## config.mk

```make
export PLATFORM = sky130hd
export DESIGN_NAME = uart_tx
export DESIGN_NICKNAME = d
export VERILOG_FILES = /design/src/rtl/uart_pkg.sv /design/src/rtl/baud_tick_gen.sv /design/src/rtl/uart_tx.sv
export SDC_FILE = /design/constraint.sdc
export NUM_CORES = 1
export LEC_CHECK = 0
export CORE_UTILIZATION = 52
export DETAILED_ROUTE_END_ITERATION = 8
export MAX_ROUTING_LAYER = met4
export PLACE_DENSITY = 0.77
export SLEW_MARGIN = 40
export SYNTH_ARGS = -nofsm -noshare
export SYNTH_HDL_FRONTEND = slang
export SYNTH_SLANG_ARGS = --single-unit
```

## constraint.sdc

```tcl
create_clock -name clk -period 2.4 [get_ports clk]
set_clock_uncertainty 0.05 [all_clocks]
set_input_delay 0.6 -clock clk [delete_from_list [all_inputs] [get_ports clk]]
set_output_delay 0.6 -clock clk [all_outputs]
set_load 0.01 [all_outputs]
```

## src/rtl/uart_pkg.sv

```systemverilog
// Shared types and helpers for the serial transmitter: FSM state encoding,
// parity mode codes and counter-width / parity helper functions.
package uart_pkg;

  typedef enum logic [2:0] {
    IDLE  = 3'd0,
    START = 3'd1,
    DATA  = 3'd2,
    PAR   = 3'd3,
    STOP  = 3'd4
  } tx_state_t;

  localparam int PAR_NONE = 0;
  localparam int PAR_EVEN = 1;
  localparam int PAR_ODD  = 2;

  // Width needed to hold values 0..n-1, never less than one bit.
  function automatic int cnt_width(input int n);
    return (n < 2) ? 1 : $clog2(n);
  endfunction

  // Words up to nine bits are zero-extended by the caller before reduction.
  function automatic logic parity9(input logic [8:0] d);
    return ^d;
  endfunction

endpackage

```

## src/rtl/baud_tick_gen.sv

```systemverilog
// Bit-period timer: counts clk cycles while enabled and pulses tick in the
// final cycle of each serial bit; clears whenever disabled.
module baud_tick_gen
  import uart_pkg::*;
#(
  parameter int CLKS_PER_BIT = 4
) (
  input  logic clk,
  input  logic rst,
  input  logic en,
  output logic tick
);

  localparam int            CW   = cnt_width(CLKS_PER_BIT);
  localparam logic [CW-1:0] LAST = CW'(CLKS_PER_BIT - 1);

  logic [CW-1:0] cnt_q, cnt_d;

  // Next baud count: clear when idle, wrap on the bit boundary.
  always_comb begin
    cnt_d = cnt_q;
    if (!en) begin
      cnt_d = '0;
    end else if (cnt_q == LAST) begin
      cnt_d = '0;
    end else begin
      cnt_d = cnt_q + CW'(1);
    end
  end

  // Baud count register.
  always_ff @(posedge clk) begin
    if (rst) begin
      cnt_q <= '0;
    end else begin
      cnt_q <= cnt_d;
    end
  end

  assign tick = en && (cnt_q == LAST);

endmodule

```

## src/rtl/uart_tx.sv

```systemverilog
// UART transmitter: valid/ready host interface, start + LSB-first data +
// optional parity + stop bit(s) on a registered, idle-high serial line.
module uart_tx
  import uart_pkg::*;
#(
  parameter int CLKS_PER_BIT = 4,
  parameter int DATA_BITS    = 8,
  parameter int PARITY       = 0,
  parameter int STOP_BITS    = 1
) (
  input  logic                 clk,
  input  logic                 rst,
  input  logic [DATA_BITS-1:0] tx_data,
  input  logic                 tx_valid,
  output logic                 tx_ready,
  output logic                 tx_out,
  output logic                 busy
);

  localparam int            BW        = cnt_width(DATA_BITS + 1);
  localparam logic [BW-1:0] LAST_BIT  = BW'(DATA_BITS - 1);
  localparam logic          STOP_LAST = 1'(STOP_BITS - 1);

  tx_state_t            state_q, state_d;
  logic [DATA_BITS-1:0] shift_q, shift_d;
  logic [BW-1:0]        bit_q, bit_d;
  logic                 stop_q, stop_d;
  logic                 par_q, par_d;
  logic                 tx_out_q, tx_out_d;
  logic                 busy_q;
  logic                 tick;
  logic                 last_stop;
  logic                 accept;
  logic                 par_calc;

  baud_tick_gen #(
    .CLKS_PER_BIT(CLKS_PER_BIT)
  ) u_baud (
    .clk  (clk),
    .rst  (rst),
    .en   (busy_q),
    .tick (tick)
  );

  assign last_stop = (state_q == STOP) && tick && (stop_q == STOP_LAST);
  assign tx_ready  = (state_q == IDLE) || last_stop;
  assign accept    = tx_valid && tx_ready;
  // Parity comes from the word as presented, before any shifting.
  assign par_calc  = parity9(9'(tx_data)) ^ (PARITY == PAR_ODD);

  // Frame sequencing and next line level.
  always_comb begin
    state_d  = state_q;
    shift_d  = shift_q;
    bit_d    = bit_q;
    stop_d   = stop_q;
    par_d    = par_q;
    tx_out_d = 1'b1;
    case (state_q)
      IDLE: begin
        if (accept) begin
          state_d = START;
          shift_d = tx_data;
          par_d   = par_calc;
        end else begin
          state_d = IDLE;
        end
      end
      START: begin
        if (tick) begin
          state_d = DATA;
        end else begin
          state_d = START;
        end
      end
      DATA: begin
        if (!tick) begin
          state_d = DATA;
        end else if (bit_q == LAST_BIT) begin
          bit_d   = '0;
          state_d = (PARITY != PAR_NONE) ? PAR : STOP;
        end else begin
          bit_d   = bit_q + BW'(1);
          shift_d = shift_q >> 1;
        end
      end
      PAR: begin
        if (tick) begin
          state_d = STOP;
        end else begin
          state_d = PAR;
        end
      end
      STOP: begin
        if (!tick) begin
          state_d = STOP;
        end else if (stop_q != STOP_LAST) begin
          stop_d = stop_q + 1'b1;
        end else if (accept) begin
          stop_d  = 1'b0;
          state_d = START;
          shift_d = tx_data;
          par_d   = par_calc;
        end else begin
          stop_d  = 1'b0;
          state_d = IDLE;
        end
      end
      default: begin
        state_d = IDLE;
      end
    endcase

    // The line register is loaded with the level of the state being entered.
    case (state_d)
      IDLE:    tx_out_d = 1'b1;
      START:   tx_out_d = 1'b0;
      DATA:    tx_out_d = shift_d[0];
      PAR:     tx_out_d = par_d;
      STOP:    tx_out_d = 1'b1;
      default: tx_out_d = 1'b1;
    endcase
  end

  // State, datapath and output registers.
  always_ff @(posedge clk) begin
    if (rst) begin
      state_q  <= IDLE;
      shift_q  <= '0;
      bit_q    <= '0;
      stop_q   <= 1'b0;
      par_q    <= 1'b0;
      tx_out_q <= 1'b1;
      busy_q   <= 1'b0;
    end else begin
      state_q  <= state_d;
      shift_q  <= shift_d;
      bit_q    <= bit_d;
      stop_q   <= stop_d;
      par_q    <= par_d;
      tx_out_q <= tx_out_d;
      busy_q   <= (state_d != IDLE);
    end
  end

  assign tx_out = tx_out_q;
  assign busy   = busy_q;

endmodule
```

== Word level (Yosys, flattened, before mapping) ==
Index checks and enable logic that the tools add are counted.

* Register bits after elaboration: 21
* Bits in latches: 0
* Memory bits (writable): 0
* ROM bits: 0
* Input port bits: 11
* Output and inout port bits: 3
* Word-level logic and storage cells: 61
* Memories: 0

* $add $sub $neg: 3
* $mul: 0
* Div/mod/pow operators: 0
* Order comparisons: 0
* Eq/ne operators: 13
* Shift operators: 0
* Multiplexer cells: 21
* Bitwise operators: 2
* Reduce and logical (&&, ||, !) cells: 13

{| class="wikitable"
|+ Operators by type and width
! cell !! count
|-
| $mux 8 || 5
|-
| $pmux 8 s3 || 1
|-
| $mux 3 || 5
|-
| $pmux 3 s5 || 1
|-
| $eq 3x2->1 const B || 4
|-
| $reduce_xor 9->1 || 1
|-
| $ne 2x2->1 const B || 4
|-
| $eq 3x1->1 const B || 2
|-
| $reduce_bool 3->1 || 2
|-
| $mux 1 || 5
|-
| $reduce_and 5->1 || 1
|-
| $add 4x1->4 const B || 1
|-
| $eq 4x3->1 const B || 1
|-
| $logic_and 1x1->1 || 4
|-
| $mux 4 || 1
|-
| $reduce_and 2->1 || 2
|-
| $eq 3x3->1 const B || 1
|-
| $logic_not 3->1 || 1
|-
| $pmux 1 s3 || 1
|-
| $reduce_or 3->1 || 1
|-
| $add 2x1->2 const B || 1
|-
| $eq 2x2->1 const B || 1
|-
| $mux 2 || 1
|-
| $not 1->1 || 2
|-
| other kinds (3) || 3
|}

== Logic depth before layout (Yosys ltp) ==
* Word-level depth: 12
* Gate-level depth with buffers: 7
* Gate-level depth less buffers: 6

== Hierarchy ==
From an unflattened synthesis, not the netlist that was laid out.

* Cells, all modules: 118
* Area total of the unflattened synthesis: 1129.8 um^2

{| class="wikitable"
|+ Modules (own cells, without submodules)
! module !! instances !! cells an instance !! area each (um^2) !! seq. area each (um^2)
|-
| uart_tx || 1 || 112 || 1043.5 || 360.3
|-
| baud_tick_gen || 1 || 6 || 86.3 || 40.0
|}

== Least setup slack after synthesis ==
OpenSTA, ideal clock, no wires.

* Kind: flip-flop to flip-flop
* Start point: register bit_q[0]
* End point: register tx_out_q, in the netlist tx_out
* Data arrival time: 1573 ps
* Slack: 651 ps
* Stages on the path, launching flop included: 8
* Buffers on the path: 1
* Clock period less this slack: 1749 ps
* Cell sequence: dfxtp_1 ha_1 and3b_2 clkbuf_2 nor4_4 nor3b_1 o211ai_1 nand3_1

* Word-level cells in the longest chain between the ends: 6
* Elaborated cells between the ends (all ways): 11

{| class="wikitable"
|+ Ends and longest elaborated chain
! item !! RTL line !! text
|-
| start, declared || uart_tx.sv:26 || <nowiki>logic [BW-1:0] bit_q, bit_d;</nowiki>
|-
| start signal, assigned || uart_tx.sv:138 || <nowiki>bit_q <= bit_d;</nowiki>
|-
| $eq 4x3->1 * || uart_tx.sv:79 || <nowiki>end else if (bit_q == LAST_BIT) begin</nowiki>
|-
| $mux 3 || uart_tx.sv:79 ||
|-
| $mux 3 || uart_tx.sv:77 || <nowiki>if (!tick) begin</nowiki>
|-
| $pmux 3 s5 || uart_tx.sv:59 || <nowiki>case (state_q)</nowiki>
|-
| $eq 3x2->1 / $eq 3x1->1 (equally long branches) || uart_tx.sv:115 || <nowiki>case (state_d)</nowiki>
|-
| $pmux 1 s3 * || uart_tx.sv:115 ||
|-
| end signal, assigned || uart_tx.sv:141 || <nowiki>tx_out_q <= tx_out_d;</nowiki>
|-
| end, declared || uart_tx.sv:29 || <nowiki>logic tx_out_q, tx_out_d;</nowiki>
|}

Mark *: on every way between the ends. The rest lies on a longest branch, timed or not. The select of a mux whose other input is x is not followed.
A chain may end at the register's enable or synchronous reset.

== Worst setup path in the final report ==
* Start point: register u_baud.cnt_q[0]
* End point: output tx_ready

* Word-level cells in the longest chain between the ends: 5

{| class="wikitable"
|+ Ends and longest elaborated chain
! item !! RTL line !! text
|-
| start, declared || baud_tick_gen.sv:17 || <nowiki>logic [CW-1:0] cnt_q, cnt_d;</nowiki>
|-
| start signal, assigned || baud_tick_gen.sv:36 || <nowiki>cnt_q <= cnt_d;</nowiki>
|-
| $eq 2x2->1 || baud_tick_gen.sv:40 || <nowiki>assign tick = en && (cnt_q == LAST);</nowiki>
|-
| $logic_and 1x1->1 || baud_tick_gen.sv:40 ||
|-
| $logic_and 1x1->1 (2 in series) || uart_tx.sv:45 || <nowiki>assign last_stop = (state_q == STOP) && tick && (stop_q == STOP_LAST);</nowiki>
|-
| $logic_or 1x1->1 || uart_tx.sv:46 || <nowiki>assign tx_ready = (state_q == IDLE) || last_stop;</nowiki>
|-
| end, declared || uart_tx.sv:15 || <nowiki>output logic tx_ready,</nowiki>
|}

Every way passes these cells.

==> impl_metrics.tcl <==
set metrics [dict create \
    status "finished, final reports clean" \
    clkPwrFrac_pct 24.4 \
    synth.most_common_cell "dfxtp_1" \
    first_pass_iters 5 \
    arrival_ns 1.61 \
    power.density_nw_per_um2 521 \
    setup_viol 0 \
    start_util_pct 57.0 \
    worstPathMaxFanout 2 \
    core_sq_um 1760 \
    maxSlewHeadroom_pct 63.9 \
    synth_edf_count 0 \
    timing.final.ws_setup_ns 0.144 \
    cts_buffers 3 \
    wirelength_mm 1.90 \
    r2r-end "tx_out$_SDFF_PP1_" \
    portBuffers 13 \
    r2r_start "bit_q[0]$_SDFFE_PP0P_" \
    root_buffer "clkbuf_4" \
    synth_top_area_share_pct 39.9 \
    io_pins 14 \
    vias 833 \
    dpl.hpwl_mm 1.41 \
    ant_nets 0 \
    synthTopCellsByCount "dfxtp_1, nor2_1, xnor2_1, a21oi_1, a222oi_1" \
    syn_area_sq_um 1000 \
    reg2regPathDepth 6 \
    worst-setup-path-type "reg2out" \
    cts.sinks 20 \
    swShare_pct 24.6 \
    cp_data_required_time_ns 1.75 \
    die_area_sq_um 2110 \
    synth_cell_types 41 \
    fin_setup_tns_ns 0 \
    syn_area_per_cell_sq_um 9.39 \
    clockBufferDepth 2 \
    async_flop_share_pct 0 \
    cts_resized 0 \
    ctsHoldBuffers 0 \
    p_switching_w 0.000152 \
    path_clk_slew_ns 0.10 \
    pre_cts_slack_ns 0.113 \
    worstHoldStart "u_baud.cnt_q[0]$_SDFF_PP0_" \
    hold_end "u_baud.cnt_q[0]$_SDFF_PP0_" \
    yosys.area.top_type "dfxtp_1" \
    post-route-min-period_ns 2.26 \
    synth_seq_cells 20 \
    grt_pass1_wl_mm 3.17 \
    p_comb_share_pct 18.1 \
    row_count 15 \
    tritoncts "yes" \
    yosysSeqAreaShare_pct 39.9 \
    drt_iter0_markers 41 \
    die_w_um 46.0 \
    clock_latency_ns 0.29 \
    finalHoldViolCount 0 \
    grt_max_degree 13 \
    cts_htree_levels 1 \
    overflow 0 \
    holdPathStages 1 \
    grt_pass1_vias 740 \
    layout-drive-gt1-share_pct 15.6 \
    detail_route.wl_per_cell_um 12.9 \
    synth_warnings 0 \
    track_usage_pct 22.0 \
    rrSetupSlack_ns 0.50 \
    total_power_w 0.000620 \
    syn2layout_area_growth_pct 18.3 \
    power_frac_seq_pct 57.5 \
    fin_crit_sh_pct 94.0 \
    intPower_w 0.000467 \
    hp-class "reg2reg" \
    max-vdd-ir-drop_uv 445 \
    slew_violations 0 \
    viasPerCell 5.67 \
    gp_congestion 0.874 \
    synth_cells 107 \
    post_cts_buffers 0 \
    p_leak_nw 0.441 \
    route.detailed.drc 0 \
    ys.flop_type "dfxtp_1" \
    antenna_found_initial 0 \
    crit_path_end_kind "output port" \
    drv_cap 0 \
    fin_nets 137 \
    max_clock_freq_ghz 0.443 \
    worst_pin_slew_ns 0.538 \
    syn_nets 120 \
    startpoint_type "register" \
    n_antenna_cell 0 \
    fin_hold_ws_ns 0.387 \
    ys_top_cells_by_area "dfxtp_1, nor2_1, xnor2_1" \
    dieHeight_um 46.0 \
    grt_setup_unrepaired "false" \
]
-- cell type report --
type / instances / area (sq um)
inverter: 3 / 11.3
timing repair buffer: 19 / 175
multi-input combinational: 77 / 548
fill: 169 / 576
clock buffer: 3 / 22.5
tap: 25 / 31.3
sequential: 20 / 400
-- registers in the layout, indices dropped and copies added (netlist names) --
name and count:
busy 1, par_q 1, shift_q 8, bit_q 4, u_baud.cnt_q 2, state_q 3
tx_out 1
-- cells by family after synthesis --
| logic type | synth area share (%) |
|---|---|
| flops | 39.9 |
| simple gates | 24.7 |
| fa+ha+maj | 2.49 |
| buf+inv | 5.60 |
| xor+xnor | 6.97 |
| mux | 1.99 |
| compound gates | 18.4 |
-- per-layer routing --
| metal | vias to the layer above | part of all wire [%] | global-route usage, % |
|---|---|---|---|
| met5 | - | 0 | - |
| li1 | 428 | - | - |
| met1 | 378 | 47 | 28.9 |
| met2 | 25 | 48 | 32.1 |
| met4 | 0 | 1.2 | 13.5 |
| met3 | 2 | 4.2 | 2.38 |
-- power groups by stage --
stage / Sequential [W] / Clock [W] / Combinational [W]
3_3_place_gp: 0.000363 / 0 / 0.000111
3_5_place_dp: 0.000364 / 0 / 0.000112
2_1_floorplan: 0.000365 / 0 / 0.0000703
6_report: 0.000356 / 0.000151 / 0.000112
4_1_cts: 0.000356 / 0.000160 / 0.000113
5_1_grt: 0.000358 / 0.000171 / 0.000123
-- placed cells by master (no fill, tap or decap), drive strengths merged, types with 3 or more instances in the layout --
cell           count
nand2              4
clkdlybuf4s50     13
nor3               7
nand3              3
nor2              17
a222oi             6
xnor2              7
a21oi              6
clkbuf             3
dfxtp             20
inv                3
buf                6
-- worst max-delay path, cell delays in order (launching register included) --
cell and delay, ns:
dfxtp_1 0.35, ha_1 0.17, a21boi_1 0.09, nor3_1 0.15, clkdlybuf4s50_1 0.56
-- how the worst max path moves through the flow --
stage                               startpoint                       to  slack (ns)  cells past startpoint
floorplan                bit_q[0]$_SDFFE_PP0P_        tx_out$_SDFF_PP1_        0.65                      7
global route        u_baud.cnt_q[0]$_SDFF_PP0_                 tx_ready       0.009                      4
global placement                      tx_valid  shift_q[7]$_SDFFE_PP0P_        0.12                      6
finish              u_baud.cnt_q[0]$_SDFF_PP0_                 tx_ready        0.14                      4
CTS                 u_baud.cnt_q[0]$_SDFF_PP0_                 tx_ready        0.12                      4
detailed placement                    tx_valid  shift_q[1]$_SDFFE_PP0P_        0.11                      6
-- stage by stage --
stage	instance area, sq um	util, %	cells
final	1190	67.4	147
after global routing	1190	67.4	147
after CTS	1190	67.4	147
after detailed placement	1170	66.1	144
after global placement	1170	66.1	144
after floorplan	1000	-	107
Note: power is estimated with default switching activity, not from simulation.
